### config.mk
export PLATFORM = sky130hd
export DESIGN_NAME = ysyx_25020047_lsu_flat
export DESIGN_NICKNAME = d
export VERILOG_FILES = /design/src/rtl/ysyx_25020047_lsu_if.sv /design/src/rtl/ysyx_25020047_lsu.sv /design/src/flat_wrapper.sv
export SDC_FILE = /design/constraint.sdc
export NUM_CORES = 1
export LEC_CHECK = 0
export CORE_AREA = 2 2 130 132
export CTS_CLUSTER_DIAMETER = 100
export DETAILED_ROUTE_END_ITERATION = 6
export DIE_AREA = 0 0 132 134
export PLACE_DENSITY = 0.83
export SYNTH_ARGS = -nofsm -noshare
export SYNTH_HDL_FRONTEND = slang
export SYNTH_SLANG_ARGS = --single-unit
### constraint.sdc
create_clock -name clk -period 4.15 [get_ports clk]
set_input_delay 0.6225 -clock clk [delete_from_list [all_inputs] [get_ports clk]]
set_output_delay 0.6225 -clock clk [all_outputs]
set_load 0.02 [all_outputs]
### src/rtl/ysyx_25020047_lsu_if.sv
// Execute-stage request, writeback response and data-memory port
// bundled for the load/store unit.
interface ysyx_25020047_lsu_if;
    logic        req_valid;
    logic        req_ready;
    logic        req_read;
    logic        req_write;
    logic [31:0] req_addr;
    logic [31:0] req_wdata;
    logic [1:0]  req_size;
    logic        req_unsigned;
    logic        resp_valid;
    logic        resp_ready;
    logic [31:0] resp_rdata;
    logic        resp_err;
    logic        mem_en;
    logic        mem_we;
    logic [31:0] mem_addr;
    logic [31:0] mem_wdata;
    logic [3:0]  mem_wstrb;
    logic        mem_ack;
    logic [31:0] mem_rdata;

    modport slave (
        input  req_valid, req_read, req_write, req_addr,
        input  req_wdata, req_size, req_unsigned,
        output req_ready,
        output resp_valid, resp_rdata, resp_err,
        input  resp_ready,
        output mem_en, mem_we, mem_addr, mem_wdata, mem_wstrb,
        input  mem_ack, mem_rdata
    );

    modport master (
        output req_valid, req_read, req_write, req_addr,
        output req_wdata, req_size, req_unsigned,
        input  req_ready,
        input  resp_valid, resp_rdata, resp_err,
        output resp_ready,
        input  mem_en, mem_we, mem_addr, mem_wdata, mem_wstrb,
        output mem_ack, mem_rdata
    );
endinterface

### src/rtl/ysyx_25020047_lsu.sv
// Load/store unit: one outstanding request, byte-strobed word port,
// bounded wait for the memory acknowledge.
module ysyx_25020047_lsu #(
    parameter int unsigned TIMEOUT = 255
) (
    input logic                clk,
    input logic                rst,
    ysyx_25020047_lsu_if.slave bus
);
    typedef enum logic [1:0] {
        S_IDLE, S_ISSUE, S_WAIT, S_RESP
    } state_e;

    localparam logic [15:0] TO = 16'(TIMEOUT);

    state_e      state_q;
    logic [1:0]  addr_lo_q;
    logic [1:0]  size_q;
    logic        uns_q;
    logic        read_q;
    logic [15:0] cnt_q;
    logic        mem_en_q;
    logic        mem_we_q;
    logic [31:0] mem_addr_q;
    logic [31:0] mem_wdata_q;
    logic [3:0]  mem_wstrb_q;
    logic        resp_valid_q;
    logic        resp_err_q;
    logic [31:0] resp_rdata_q;

    logic        misal;
    logic        illegal;
    logic [3:0]  wstrb_d;
    logic [31:0] wdata_d;
    logic [31:0] load_d;
    logic [15:0] cnt_d;
    logic [7:0]  lane_b;
    logic [15:0] lane_h;

    always_comb begin
        misal   = 1'b0;
        wstrb_d = 4'b1111;
        wdata_d = bus.req_wdata;
        unique case (bus.req_size)
            2'd0: begin
                wstrb_d = 4'b0001 << bus.req_addr[1:0];
                wdata_d = {4{bus.req_wdata[7:0]}};
            end
            2'd1: begin
                misal   = bus.req_addr[0];
                wstrb_d = 4'b0011 << bus.req_addr[1:0];
                wdata_d = {2{bus.req_wdata[15:0]}};
            end
            2'd2: misal = |bus.req_addr[1:0];
            default: misal = 1'b1;
        endcase
        if (!bus.req_write) wstrb_d = 4'b0000;
        illegal = (bus.req_read == bus.req_write) | misal;
    end

    // Lane select uses the latched low address bits, not the live bus.
    always_comb begin
        lane_b = bus.mem_rdata[{addr_lo_q, 3'b000} +: 8];
        lane_h = bus.mem_rdata[{addr_lo_q[1], 4'b0000} +: 16];
        unique case (size_q)
            2'd0:    load_d = {{24{~uns_q & lane_b[7]}}, lane_b};
            2'd1:    load_d = {{16{~uns_q & lane_h[15]}}, lane_h};
            default: load_d = bus.mem_rdata;
        endcase
        cnt_d = (cnt_q == 16'hFFFF) ? cnt_q : cnt_q + 16'd1;
    end

    always_ff @(posedge clk or posedge rst) begin
        if (rst) begin
            state_q      <= S_IDLE;
            addr_lo_q    <= 2'd0;
            size_q       <= 2'd0;
            uns_q        <= 1'b0;
            read_q       <= 1'b0;
            cnt_q        <= 16'd0;
            mem_en_q     <= 1'b0;
            mem_we_q     <= 1'b0;
            mem_addr_q   <= 32'd0;
            mem_wdata_q  <= 32'd0;
            mem_wstrb_q  <= 4'd0;
            resp_valid_q <= 1'b0;
            resp_err_q   <= 1'b0;
            resp_rdata_q <= 32'd0;
        end else begin
            unique case (state_q)
                S_IDLE: if (bus.req_valid) begin
                    addr_lo_q <= bus.req_addr[1:0];
                    size_q    <= bus.req_size;
                    uns_q     <= bus.req_unsigned;
                    read_q    <= bus.req_read;
                    if (illegal) begin
                        state_q      <= S_RESP;
                        resp_valid_q <= 1'b1;
                        resp_err_q   <= 1'b1;
                        resp_rdata_q <= 32'd0;
                    end else begin
                        state_q     <= S_ISSUE;
                        mem_en_q    <= 1'b1;
                        mem_we_q    <= bus.req_write;
                        mem_addr_q  <= {bus.req_addr[31:2], 2'b00};
                        mem_wdata_q <= wdata_d;
                        mem_wstrb_q <= wstrb_d;
                    end
                end
                S_ISSUE: begin
                    mem_en_q <= 1'b0;
                    cnt_q    <= 16'd0;
                    state_q  <= S_WAIT;
                end
                // An ack on the final allowed cycle still counts as success.
                S_WAIT: if (bus.mem_ack) begin
                    state_q      <= S_RESP;
                    resp_valid_q <= 1'b1;
                    resp_err_q   <= 1'b0;
                    resp_rdata_q <= read_q ? load_d : 32'd0;
                end else begin
                    cnt_q <= cnt_d;
                    if (cnt_d >= TO) begin
                        state_q      <= S_RESP;
                        resp_valid_q <= 1'b1;
                        resp_err_q   <= 1'b1;
                        resp_rdata_q <= 32'd0;
                    end
                end
                S_RESP: if (bus.resp_ready) begin
                    state_q      <= S_IDLE;
                    resp_valid_q <= 1'b0;
                    resp_err_q   <= 1'b0;
                    resp_rdata_q <= 32'd0;
                end
                default: state_q <= S_IDLE;
            endcase
        end
    end

    assign bus.req_ready  = (state_q == S_IDLE) & ~rst;
    assign bus.resp_valid = resp_valid_q;
    assign bus.resp_err   = resp_err_q;
    assign bus.resp_rdata = resp_rdata_q;
    assign bus.mem_en     = mem_en_q;
    assign bus.mem_we     = mem_we_q;
    assign bus.mem_addr   = mem_addr_q;
    assign bus.mem_wdata  = mem_wdata_q;
    assign bus.mem_wstrb  = mem_wstrb_q;
endmodule

### src/flat_wrapper.sv
// flat-port wrapper written by rule: the top's interface ports become plain ports
module ysyx_25020047_lsu_flat 
#(
    parameter int unsigned TIMEOUT = 255
)
  (clk, rst, bus_req_valid, bus_req_read, bus_req_write, bus_req_addr, bus_req_wdata, bus_req_size, bus_req_unsigned, bus_req_ready, bus_resp_valid, bus_resp_rdata, bus_resp_err, bus_resp_ready, bus_mem_en, bus_mem_we, bus_mem_addr, bus_mem_wdata, bus_mem_wstrb, bus_mem_ack, bus_mem_rdata);
  ysyx_25020047_lsu_if bus_i ();
  input logic clk;
  input logic rst;
  input wire logic [$bits(bus_i.req_valid)-1:0] bus_req_valid;
  input wire logic [$bits(bus_i.req_read)-1:0] bus_req_read;
  input wire logic [$bits(bus_i.req_write)-1:0] bus_req_write;
  input wire logic [$bits(bus_i.req_addr)-1:0] bus_req_addr;
  input wire logic [$bits(bus_i.req_wdata)-1:0] bus_req_wdata;
  input wire logic [$bits(bus_i.req_size)-1:0] bus_req_size;
  input wire logic [$bits(bus_i.req_unsigned)-1:0] bus_req_unsigned;
  output wire logic [$bits(bus_i.req_ready)-1:0] bus_req_ready;
  output wire logic [$bits(bus_i.resp_valid)-1:0] bus_resp_valid;
  output wire logic [$bits(bus_i.resp_rdata)-1:0] bus_resp_rdata;
  output wire logic [$bits(bus_i.resp_err)-1:0] bus_resp_err;
  input wire logic [$bits(bus_i.resp_ready)-1:0] bus_resp_ready;
  output wire logic [$bits(bus_i.mem_en)-1:0] bus_mem_en;
  output wire logic [$bits(bus_i.mem_we)-1:0] bus_mem_we;
  output wire logic [$bits(bus_i.mem_addr)-1:0] bus_mem_addr;
  output wire logic [$bits(bus_i.mem_wdata)-1:0] bus_mem_wdata;
  output wire logic [$bits(bus_i.mem_wstrb)-1:0] bus_mem_wstrb;
  input wire logic [$bits(bus_i.mem_ack)-1:0] bus_mem_ack;
  input wire logic [$bits(bus_i.mem_rdata)-1:0] bus_mem_rdata;
  assign bus_i.req_valid = bus_req_valid;
  assign bus_i.req_read = bus_req_read;
  assign bus_i.req_write = bus_req_write;
  assign bus_i.req_addr = bus_req_addr;
  assign bus_i.req_wdata = bus_req_wdata;
  assign bus_i.req_size = bus_req_size;
  assign bus_i.req_unsigned = bus_req_unsigned;
  assign bus_req_ready = bus_i.req_ready;
  assign bus_resp_valid = bus_i.resp_valid;
  assign bus_resp_rdata = bus_i.resp_rdata;
  assign bus_resp_err = bus_i.resp_err;
  assign bus_i.resp_ready = bus_resp_ready;
  assign bus_mem_en = bus_i.mem_en;
  assign bus_mem_we = bus_i.mem_we;
  assign bus_mem_addr = bus_i.mem_addr;
  assign bus_mem_wdata = bus_i.mem_wdata;
  assign bus_mem_wstrb = bus_i.mem_wstrb;
  assign bus_i.mem_ack = bus_mem_ack;
  assign bus_i.mem_rdata = bus_mem_rdata;
  ysyx_25020047_lsu #(.TIMEOUT(TIMEOUT)) u_core (.clk(clk), .rst(rst), .bus(bus_i));
endmodule
# --- Yosys cells after proc, flatten, opt, wreduce, memory -nomap -nowiden ---
# Cells that the tools add are included.
totals:
  reg_bits: 126
  out_inout_bits: 105
op_classes:
  n_addsub: 1
  n_lt_le_gt_ge: 1
  n_eq_ne: 14
  shift: 4
  mux: 32
  bitwise_logic: 7
  reduce_logical: 13
op_table:
  columns: ["op", "n"]
  rows:
  - ["$mux W32", 6]
  - ["$pmux W32 S2", 2]
  - ["$pmux W32 S3", 1]
  - ["$mux W16", 2]
  - ["$pmux W16 S2", 1]
  - ["$shiftx A32 B6 Y16", 1]
  - ["$shiftx A32 B6 Y8", 1]
  - ["$add A16 B1 Y16 const B", 1]
  - ["$eq A16 B16 Y1 const B", 1]
  - ["$ge A16 B8 Y1 const B", 1]
  - ["$mux W2", 5]
  - ["$pmux W1 S3", 3]
  - ["$reduce_and A3 Y1", 3]
  - ["$mux W1", 8]
  - ["$ne A2 B2 Y1 const B", 4]
  - ["$pmux W2 S4", 1]
  - ["$pmux W4 S2", 1]
  - ["$eq A2 B1 Y1 const B", 3]
  - ["$eq A2 B2 Y1 const B", 3]
  - ["$logic_not A2 Y1", 3]
  - ["$reduce_and A5 Y1", 1]
  - ["$mux W4", 1]
  - ["$reduce_and A2 Y1", 2]
  - ["$reduce_bool A2 Y1", 2]
  - ["11 further kinds", 15]

# --- Longest topological paths before layout ---
# Gate-level depths: netlist of the first run.
logic_depth:
  word_depth: 6
  ltp_mapped: 10
  depth_no_buf: 7

# --- Worst setup path before layout of the first run ---
# No wires, ideal clock.
synth_timing:
  path_type: "register to register"
  start: "register u_core.cnt_q[0]"
  end: "register u_core.state_q[1]"
  setup_time_ps: 128
  arrival_ps: 2337
  t_required_ps: 4022
  path_slack_ps: 1685
  stages_incl_launch_ff: 9
  path_buffers: 1
  path_cell_list: "dfrtp_1 -> ha_1 -> nand3_1 -> nor4_4 -> mux2_2 -> a221oi_2 -> buf_4 -> a31oi_2 -> mux2_1"
synth_between:
  elab_chain_len: 5
  word_cells_on_any_way: 6
  classes_between: "add/sub (1); order compare (1); eq/ne (2); mux (1); reduce/logical (1)"
synth_lines:
  columns: ["item", "line_no", "source"]
  rows:
  - ["from (decl)", "ysyx_25020047_lsu.sv:21", "logic [15:0] cnt_q;"]
  - ["from (signal assigned)", "ysyx_25020047_lsu.sv:122", "cnt_q <= cnt_d;"]
  - ["$add A16 B1 Y16 / $eq A16 B16 Y1 (equally long branches)", "ysyx_25020047_lsu.sv:70", "cnt_d = (cnt_q == 16'hFFFF) ? cnt_q : cnt_q + 16'd1;"]
  - ["$mux W16 (*)", "ysyx_25020047_lsu.sv:70", null]
  - ["$ge A16 B8 Y1 (*)", "ysyx_25020047_lsu.sv:123", "if (cnt_d >= TO) begin"]
  - ["$ne A3 B2 Y1 (no line) (*)", null, null]
  - ["$reduce_and A3 Y1 (no line) (*)", null, null]
  - ["to (signal assigned)", "ysyx_25020047_lsu.sv:75", "state_q <= S_IDLE;"]
  - ["to (signal assigned)", "ysyx_25020047_lsu.sv:124", "state_q <= S_RESP;"]
  - ["to (signal assigned)", "ysyx_25020047_lsu.sv:131", "state_q <= S_IDLE;"]
  - ["to (decl)", "ysyx_25020047_lsu.sv:16", "state_e state_q;"]
# Mark *: on every way between the ends. The rest lies on a longest branch, timed or not.
# A chain may end at the register's enable or synchronous reset.

# --- Worst setup path after layout of the first run ---
layout_timing:
  start: "register u_core.cnt_q[0]"
  end: "register u_core.resp_rdata_q[24] (netlist: u_core.bus.resp_rdata[24])"
layout_between:
  elab_chain_len: 5
  word_cells_on_any_way: 6
  classes_between: "add/sub (1); order compare (1); eq/ne (2); mux (1); reduce/logical (1)"
layout_lines:
  columns: ["item", "line_no", "source"]
  rows:
  - ["$add A16 B1 Y16 / $eq A16 B16 Y1 (equally long branches)", "ysyx_25020047_lsu.sv:70", null]
  - ["$mux W16 (*)", "ysyx_25020047_lsu.sv:70", null]
  - ["$ge A16 B8 Y1 (*)", "ysyx_25020047_lsu.sv:123", null]
  - ["$ne A3 B2 Y1 (no line) (*)", null, null]
  - ["$reduce_and A5 Y1 (no line) (*)", null, null]
  - ["to (signal assigned)", "ysyx_25020047_lsu.sv:120", "resp_rdata_q <= read_q ? load_d : 32'd0;"]
  - ["to (decl)", "ysyx_25020047_lsu.sv:29", "logic [31:0] resp_rdata_q;"]
# Marks and branches as above.

==> results of run 1 <==
layout by cell type, fill, tap and decap left out, drive strengths merged, types with 4 or more instances in the layout:
cell / n
clkdlybuf4s50: 208
dfrtp: 126
o21ai: 64
nand2: 50
mux2: 48
nor2: 44
a21oi: 43
inv: 36
nand2b: 28
mux2i: 27
nand3: 22
a22o: 21
a211oi: 20
clkbuf: 19
a21o: 17
o211ai: 12
or3: 11
buf: 10
a32oi: 9
nor3: 8
o221ai: 7
ha: 6
clkinvlp: 6
nand4: 6
o31ai: 6
and3: 5
a31oi: 5
nor2b: 4
nor4: 4
power by group through the flow:
stage	Clock, W	Sequential, W	Combinational, W
6_report	0.00146	0.00219	0.00326
5_1_grt	0.00154	0.00227	0.00350
4_1_cts	0.00148	0.00220	0.00327
3_5_place_dp	0	0.00221	0.00325
3_3_place_gp	0	0.00217	0.00319
2_1_floorplan	0	0.00265	0.00130
cells in the mapped netlist (5+ instances only):
cell type,n,area share [%]
or3_1,11,1.0
nand2b_1,28,2.6
mux2_2,47,7.7
buf_2,8,0.58
o31ai_1,5,0.55
nand4_1,5,0.46
buf_1,6,0.33
ha_1,6,1.1
a22o_1,21,2.7
nand3_1,22,1.6
buf_4,6,0.66
o211ai_1,11,1.2
a32oi_1,9,1.1
a21oi_1,42,3.1
nor2_1,44,2.4
mux2i_1,27,3.9
o21ai_0,62,4.5
a21o_1,17,1.9
nand2_1,50,2.7
dfrtp_1,126,46
nor3_1,6,0.44
o221ai_1,7,0.89
inv_1,30,1.6
clkbuf_1,31,1.7
and3_1,5,0.46
a211oi_1,19,2.1
cell type report:
type	instances	area share, %
multi-input combinational	490	34.8
timing repair buffer	218	22.5
clock buffer	19	4.60
inverter	30	1.19
sequential	126	32.7
clock inverter	13	1.32
tap	220	2.86
worst reg2reg max path, cell delays in order, from the launching register on:
cell and delay, ns:
dfrtp_1 0.46, ha_1 0.29, nand3_1 0.32, nor4_4 0.37, mux2_2 0.38, a221oi_2 0.17
buf_4 0.29, and3_1 0.71, a21o_1 0.23
stage by stage:
stage               hold WS [ns]  util, %  cells
finish                     0.482     59.2   1116
global route               0.517     59.2   1116
CTS                        0.485     59.2   1116
detailed placement         0.469     55.7   1084
global placement           0.461     55.7   1084
floorplan                  0.471        -    701
path summary, 6_finish.rpt:
kind / startpoint / to / cells after the start
worst max-delay path: u_core.cnt_q[0] / u_core.bus.resp_rdata[24] / 8
worst max register to register: u_core.cnt_q[0] / u_core.bus.resp_rdata[24] / 8
worst min-delay path: u_core.bus.mem_wdata[12] / u_core.bus.mem_wdata[12] / 2
min in group asynchronous: rst / u_core.bus.mem_addr[11] / 2
max in group asynchronous: rst / u_core.read_q / 3
worst min register to register: u_core.bus.mem_wdata[12] / u_core.bus.mem_wdata[12] / 2
flip-flops by register name (all words and copies together) (netlist names):
name,count
u_core.bus.mem_wdata,32
u_core.bus.resp_rdata,32
u_core.bus.mem_addr,30
u_core.cnt_q,16
u_core.bus.mem_wstrb,4
u_core.addr_lo_q,2
u_core.size_q,2
u_core.state_q,2
u_core.bus.mem_en,1
u_core.bus.mem_we,1
u_core.bus.resp_err,1
u_core.bus.resp_valid,1
u_core.read_q,1
u_core.uns_q,1
logic make-up after synthesis:
family                   Yosys count
other                              1
buffers and inverters             85
AND/OR/NAND/NOR                  189
XOR/XNOR                           3
flip-flops                       126
AO/OA/AOI/OAI                    214
adder cells (fa/ha/maj)            6
multiplexers                      76
per-layer routing:
layer | routed length [um] | vias to the layer above | part of all wire (%) | GRT usage (%)
li1 | - | 2894 | - | -
met1 | 7940 | 3036 | 38 | 28.0
met2 | 10200 | 298 | 49 | 39.6
met3 | 2030 | 36 | 9.8 | 9.86
met4 | 634 | 0 | 3.1 | 9.90
met5 | 0 | - | 0 | 0
==> metrics.md, run 1 <==
| Metric | Value |
|---|---|
| DR WL/cell | about 19 um |
| Fill cells | around 1400 |
| Post-synthesis mux area share | between 10% and 20% |
| Critical path required time | 4.51 ns |
| Hold Vio Cnt, Final | 0 |
| Post-route cell area | about 9600 um^2 |
| Pre-CTS worst setup slack | roughly 0.97 ns |
| Number of synthesized flops with an enable pin | 0 |
| Fraction of layout cells with a size suffix above 1 | 11.6% |
| Seq/Total Area, Yosys | a little under half |
| Dpl hpwl | 15000 um |
| Top_reg_cell synth | dfrtp_1 |
| Min-Delay Path Class | flop to flop |
| Power Total | 0.00692 W |
| Internal | slightly above 0.004 W |
| GRT Util Overall | 24.1% |
| Inserted Clock Buffers | 17 |
| CP max stage delay | around 0.7 ns |
| Distinct cell type count after synthesis | 58 |
| Crit path arrival time | approximately 3.6 ns |
| Power Dens Cells | slightly above 700 nW/um^2 |
| Post-Synth Simple-Gate Area | about 14% |
| Initial antenna violation count | 0 |
| CTS tree | yes |
| Pre-antenna DRT Iters | 5 |
| GP Congestion | 0.908 |
| Clock Latency Late Sink | approximately 0.42 ns |
| Clock power share | 21.1% |
| Critical path class | flop to flop |
| Synth-to-layout area growth | 40.5% |
| Post-CTS setup repair buffer count | 0 |
| Clk root buf | clkbuf_16 |
| Dpl cell area | 9070 um^2 |
| Sequential share of power | a little under a third |
| CP endpoint kind | flop |
| Maximum clock insertion buffer count | 2 |
| Port Buffer Count | about 210 |
| Via count | 6264 |
| Fin crit period | 3.27 ns |
| Avg Cell Area, Syn | ~9.8 um^2 |
| Worst path top cell family by delay | simple AND/OR/NAND/NOR gates |
| Finish-stage setup viols | 0 |
| FMAX | a little over 300 MHz |
| # diodes | 0 |
| Compound-Gate Fraction of Synth Area | between 20% and 30% |
| Buf+Inv Stages, Crit Path | 1 |
| Grt ovf | 0 |
| Post-synthesis register bit count | between 100 and 150 |
| Switch Pwr | approximately 0.0028 W |
| Area of the multi-input gates | around 3400 um^2 |
| Initial core utilization | ~42% |
| Cts hold-fix bufs | 0 |
| Worst Tran Pin Value | between 1 and 1.5 ns |
| Sinks on Clock Net | between 100 and 150 |
| Tcrit/Tclk final | 78.7% |
| Residual DRC | 0 |
| Critical Path Fanout Max | 20 |
| Worst Skew | between 0.01 and 0.015 ns |
| Crit-path slowest cell | and3_1 |
| Asr flop ratio synth | between 90% and 100% |
| Max_slew headroom | 30.1% |
| Site Rows | 47 |
| Synth Warn # | 0 |
| Final setup margin | 0.882 ns |
| Status | finished clean |
| Net Sw Frac | about two fifths |
| Unrepaired setup endpoints after global routing | no |
| Register area | between 3000 and 4000 um^2 |
| Vias in the first global route | about 6500 |
| Starting DRT DRC Count | 404 |
| Die ar. | ~18000 um^2 |
| Boundary pin count | 211 |
| Slew Limit Fails | 0 |
| Htree depth | 4 |
| Post-Synth Adder-Cell Area | ~1.1% |
| NumNets Final | just under 1000 |
| Routed vias/inst | approximately 5.6 |
| Total negative slack | 0 ns |
| Synth Area in XOR/XNOR | less than 1% |
| Cells resized by post-CTS repair | 0 |
| VDD IR max | 0.000524 V |
| Comb pwr share | between 40% and 50% |
| Final ANT Viol Nets | 0 |
| First-pass GRT wire length | 33700 um |
| Die height | 134 um |
| Largest net degree at the start of global routing | 65 |
| Core Box Area | approximately 16000 um^2 |
| Clk pin slew, worst setup/hold paths | roughly 0.070 ns |
| Die width | roughly 130 um |
| Combinational family with the most area after synthesis | compound AO/OA/AOI/OAI gates |
| Critical path cell sequence | ha_1, nand3_1, nor4_4, mux2_2, a221oi_2, buf_4, and3_1, a21o_1 |
| Synthesized area | between 6000 and 7000 um^2 |
| CP Launch Type | flop |
| WL final | just over 20000 um |
| Synth Instances | 700 |
| Max cap viols | 0 |
| Leak | between 4 and 5 nW |
| Reg-to-reg slack, setup | slightly below 0.9 ns |
No activity file was read; power rests on OpenSTA's default activity.
==> run 2: changes to the inputs <==
==> constraint.sdc (replaced) <==
create_clock -name clk -period 2.85 [get_ports clk]
set_input_delay 0.4275 -clock clk [delete_from_list [all_inputs] [get_ports clk]]
set_output_delay 0.4275 -clock clk [all_outputs]
set_load 0.02 [all_outputs]
==> run 2 against run 1 <==
Effect of this change:
- cell area is 1.9% higher
- combinational power is 51% higher
- global-route usage is 0.92 points lower
- total power is 49% higher
- maximum frequency is 25% higher
- critical path depth stayed put
- sequential power is 42% higher
- register-to-register slack worse by 0.64 ns
- highest routed layer unchanged
- first-iteration DRC count is 28% higher
- clock-buffer cell count is 2 lower
- core utilization is 1.1 points higher
- hold slack worse by 0.0034 ns
==> metrics.md, run 2 (synthesis results as in run 1) <==
| Metric | Value |
|---|---|
| CTS tree | yes |
| Reg-to-reg slack, setup | approximately 0.24 ns |
| Clk pin slew, worst setup/hold paths | 0.06 ns |
| CP max stage delay | 0.46 ns |
| Dpl cell area | about 9200 um^2 |
| Maximum clock insertion buffer count | 2 |
| Power Dens Cells | about 1000 nW/um^2 |
| Dpl hpwl | between 10000 and 15000 um |
| Via count | around 6300 |
| Cells resized by post-CTS repair | 0 |
| Clock Latency Late Sink | between 0.4 and 0.5 ns |
| Most frequent cells in the layout | 208 x clkdlybuf4s50_1, 126 x dfrtp_1, 62 x o21ai_0 |
| Critical Path Fanout Max | 18 |
| FMAX | between 300 and 400 MHz |
| Tcrit/Tclk final | 91.6% |
| Inserted Clock Buffers | 17 |
| FF-to-FF Start | u_core.cnt_q[0] |
| Sequential share of power | approximately 30% |
| Vias in the first global route | around 6000 |
| Residual DRC | 0 |
| NumNets Final | 1007 |
| Critical path required time | approximately 3.2 ns |
| Max_slew headroom | 36.9% |
| Fraction of layout cells with a size suffix above 1 | between 10% and 20% |
| Slew Limit Fails | 0 |
| Largest net degree at the start of global routing | 97 |
| Htree depth | 4 |
| Finish-stage setup viols | 0 |
| CP Launch Type | flop |
| Starting DRT DRC Count | between 500 and 600 |
| Cells after DPL | around 1100 |
| Post-CTS setup repair buffer count | 0 |
| GP Congestion | just over 0.9 |
| Worst Min Path Start | u_core.bus.mem_wdata[21] |
| Net Sw Frac | approximately 40% |
| Initial antenna violation count | 1 |
| Worst Reg-to-Reg Cells | 8 |
| Critical path cell sequence | ha_1, nand3_1, nor4_4, mux2_2, a221oi_2, buf_4, a32oi_1, o31ai_2 |
| Min-Delay Path Class | flop to flop |
| WL final | just over 20000 um |
| Buf+Inv Stages, Crit Path | 1 |
| Critical path class | flop to flop |
| Clock power share | between 20 and 25% |
| First-pass GRT wire length | around 32000 um |
| Synth-to-layout area growth | 43.2% |
| Cts hold-fix bufs | 0 |
| Internal | about 0.0063 W |
| Die ar. | ~18000 um^2 |
| Routed vias/inst | 5.55 |
| Fin crit period | ~2.6 ns |
| Boundary pin count | 211 |
| GRT Util Overall | between 20% and 30% |
| Worst Tran Pin Value | roughly 0.94 ns |
| Worst path top cell family by delay | simple AND/OR/NAND/NOR gates |
| Die width | 132 um |
| Grt ovf | 0 |
| Crit path arrival time | just under 3 ns |
| Non-Filler Instances | about 1100 |
| Unrepaired setup endpoints after global routing | no |
| Leak | between 4 and 5 nW |
| Sinks on Clock Net | around 130 |
| Pre-antenna DRT Iters | 5 |
| Final ANT Viol Nets | 0 |
| Commonest non-fill, non-tap cell in the layout | clkdlybuf4s50_1 |
| Crit-path slowest cell | dfrtp_1 |
| Total negative slack | 0 ns |
| Hold Vio Cnt, Final | 0 |
| Min-Delay Endpoint | u_core.bus.mem_wdata[21] |
| Comb pwr share | a little under half |
| Core Box Area | ~16000 um^2 |
| Status | finished clean |
| VDD IR max | around 0.00062 V |
| Post-route cell area | 9820 um^2 |
| Switch Pwr | around 0.004 W |
| Initial core utilization | about 42% |
| Clk root buf | clkbuf_16 |
| Worst Skew | roughly 0.0079 ns |
| DR WL/cell | approximately 18 um |
| Worst R2R End | u_core.bus.resp_valid |
| Die height | about 130 um |
| Cells on Worst Hold Path | 2 |
| Port Buffer Count | between 200 and 250 |
| Max cap viols | 0 |
| CP endpoint kind | flop |
| Site Rows | 47 |
## run 2: tightest hold or removal path: stages (launching register included)
cell and delay [ns]:
dfrtp_1 0.34, nand2_1 0.04, o21ai_0 0.06
## run 2: worst max path at each step
stage	startpoint	to	depth (start not counted)	slack (ns)
floorplan	u_core.cnt_q[0]	u_core.state_q[1]	8	0.39
global placement	bus_mem_rdata[31]	u_core.bus.resp_rdata[19]	7	0.28
detailed placement	bus_req_addr[0]	u_core.bus.resp_rdata[25]	7	0.24
CTS	u_core.cnt_q[0]	u_core.bus.resp_err	9	0.24
global route	u_core.cnt_q[0]	u_core.bus.resp_rdata[2]	9	0.002
finish	u_core.cnt_q[0]	u_core.bus.resp_valid	8	0.24
## run 2: layout make-up
type / instances / area, um^2
Fill cell: 1345 / 6460
Multi-Input combinational cell: 490 / 3350
Sequential cell: 126 / 3150
Timing Repair Buffer: 230 / 2310
Clock buffer: 17 / 425
Tap cell: 220 / 275
Clock inverter: 15 / 188
Inverter: 30 / 116
Antenna cell: 1 / 2.50
## run 2: metrics by stage
stage	utilization [%]	total power, W	hold WS (ns)	worst slack [ns]
finish	60.3	0.0103	0.478	0.240
detailed placement	56.5	0.00800	0.470	0.239
global route	60.3	0.0108	0.499	0.00194
CTS	60.3	0.0103	0.483	0.243
global placement	56.5	0.00790	0.461	0.284
floorplan	-	0.00575	0.471	0.385
## run 2: power groups by stage
stage,sequential (W),clock [W],combinational (W)
detailed placement,0.00310,0,0.00490
global placement,0.00307,0,0.00483
finish,0.00310,0.00227,0.00492
floorplan,0.00386,0,0.00189
CTS,0.00309,0.00230,0.00494
global route,0.00319,0.00238,0.00527
## run 2: per-layer routing
| layer | share of wire [%] | global-route usage [%] | up-vias | wire length [um] |
|---|---|---|---|---|
| li1 | - | - | 2921 | - |
| met1 | 39 | 27.8 | 3054 | 7920 |
| met2 | 49 | 38.6 | 264 | 9900 |
| met3 | 9.9 | 8.35 | 25 | 2000 |
| met4 | 1.7 | 8.15 | 0 | 333 |
| met5 | 0 | 0 | - | 0 |
==> run 3: changes to the inputs <==
--- a/config.mk
+++ b/config.mk
@@ -10,6 +10,7 @@
 export DETAILED_ROUTE_END_ITERATION = 6
 export DIE_AREA = 0 0 132 134
 export PLACE_DENSITY = 0.83
+export SKIP_CTS_REPAIR_TIMING = 1
 export SYNTH_ARGS = -nofsm -noshare
 export SYNTH_HDL_FRONTEND = slang
 export SYNTH_SLANG_ARGS = --single-unit
==> results of run 3 <==
No change in the layout: final DEF, timing and power equal those of run 2.
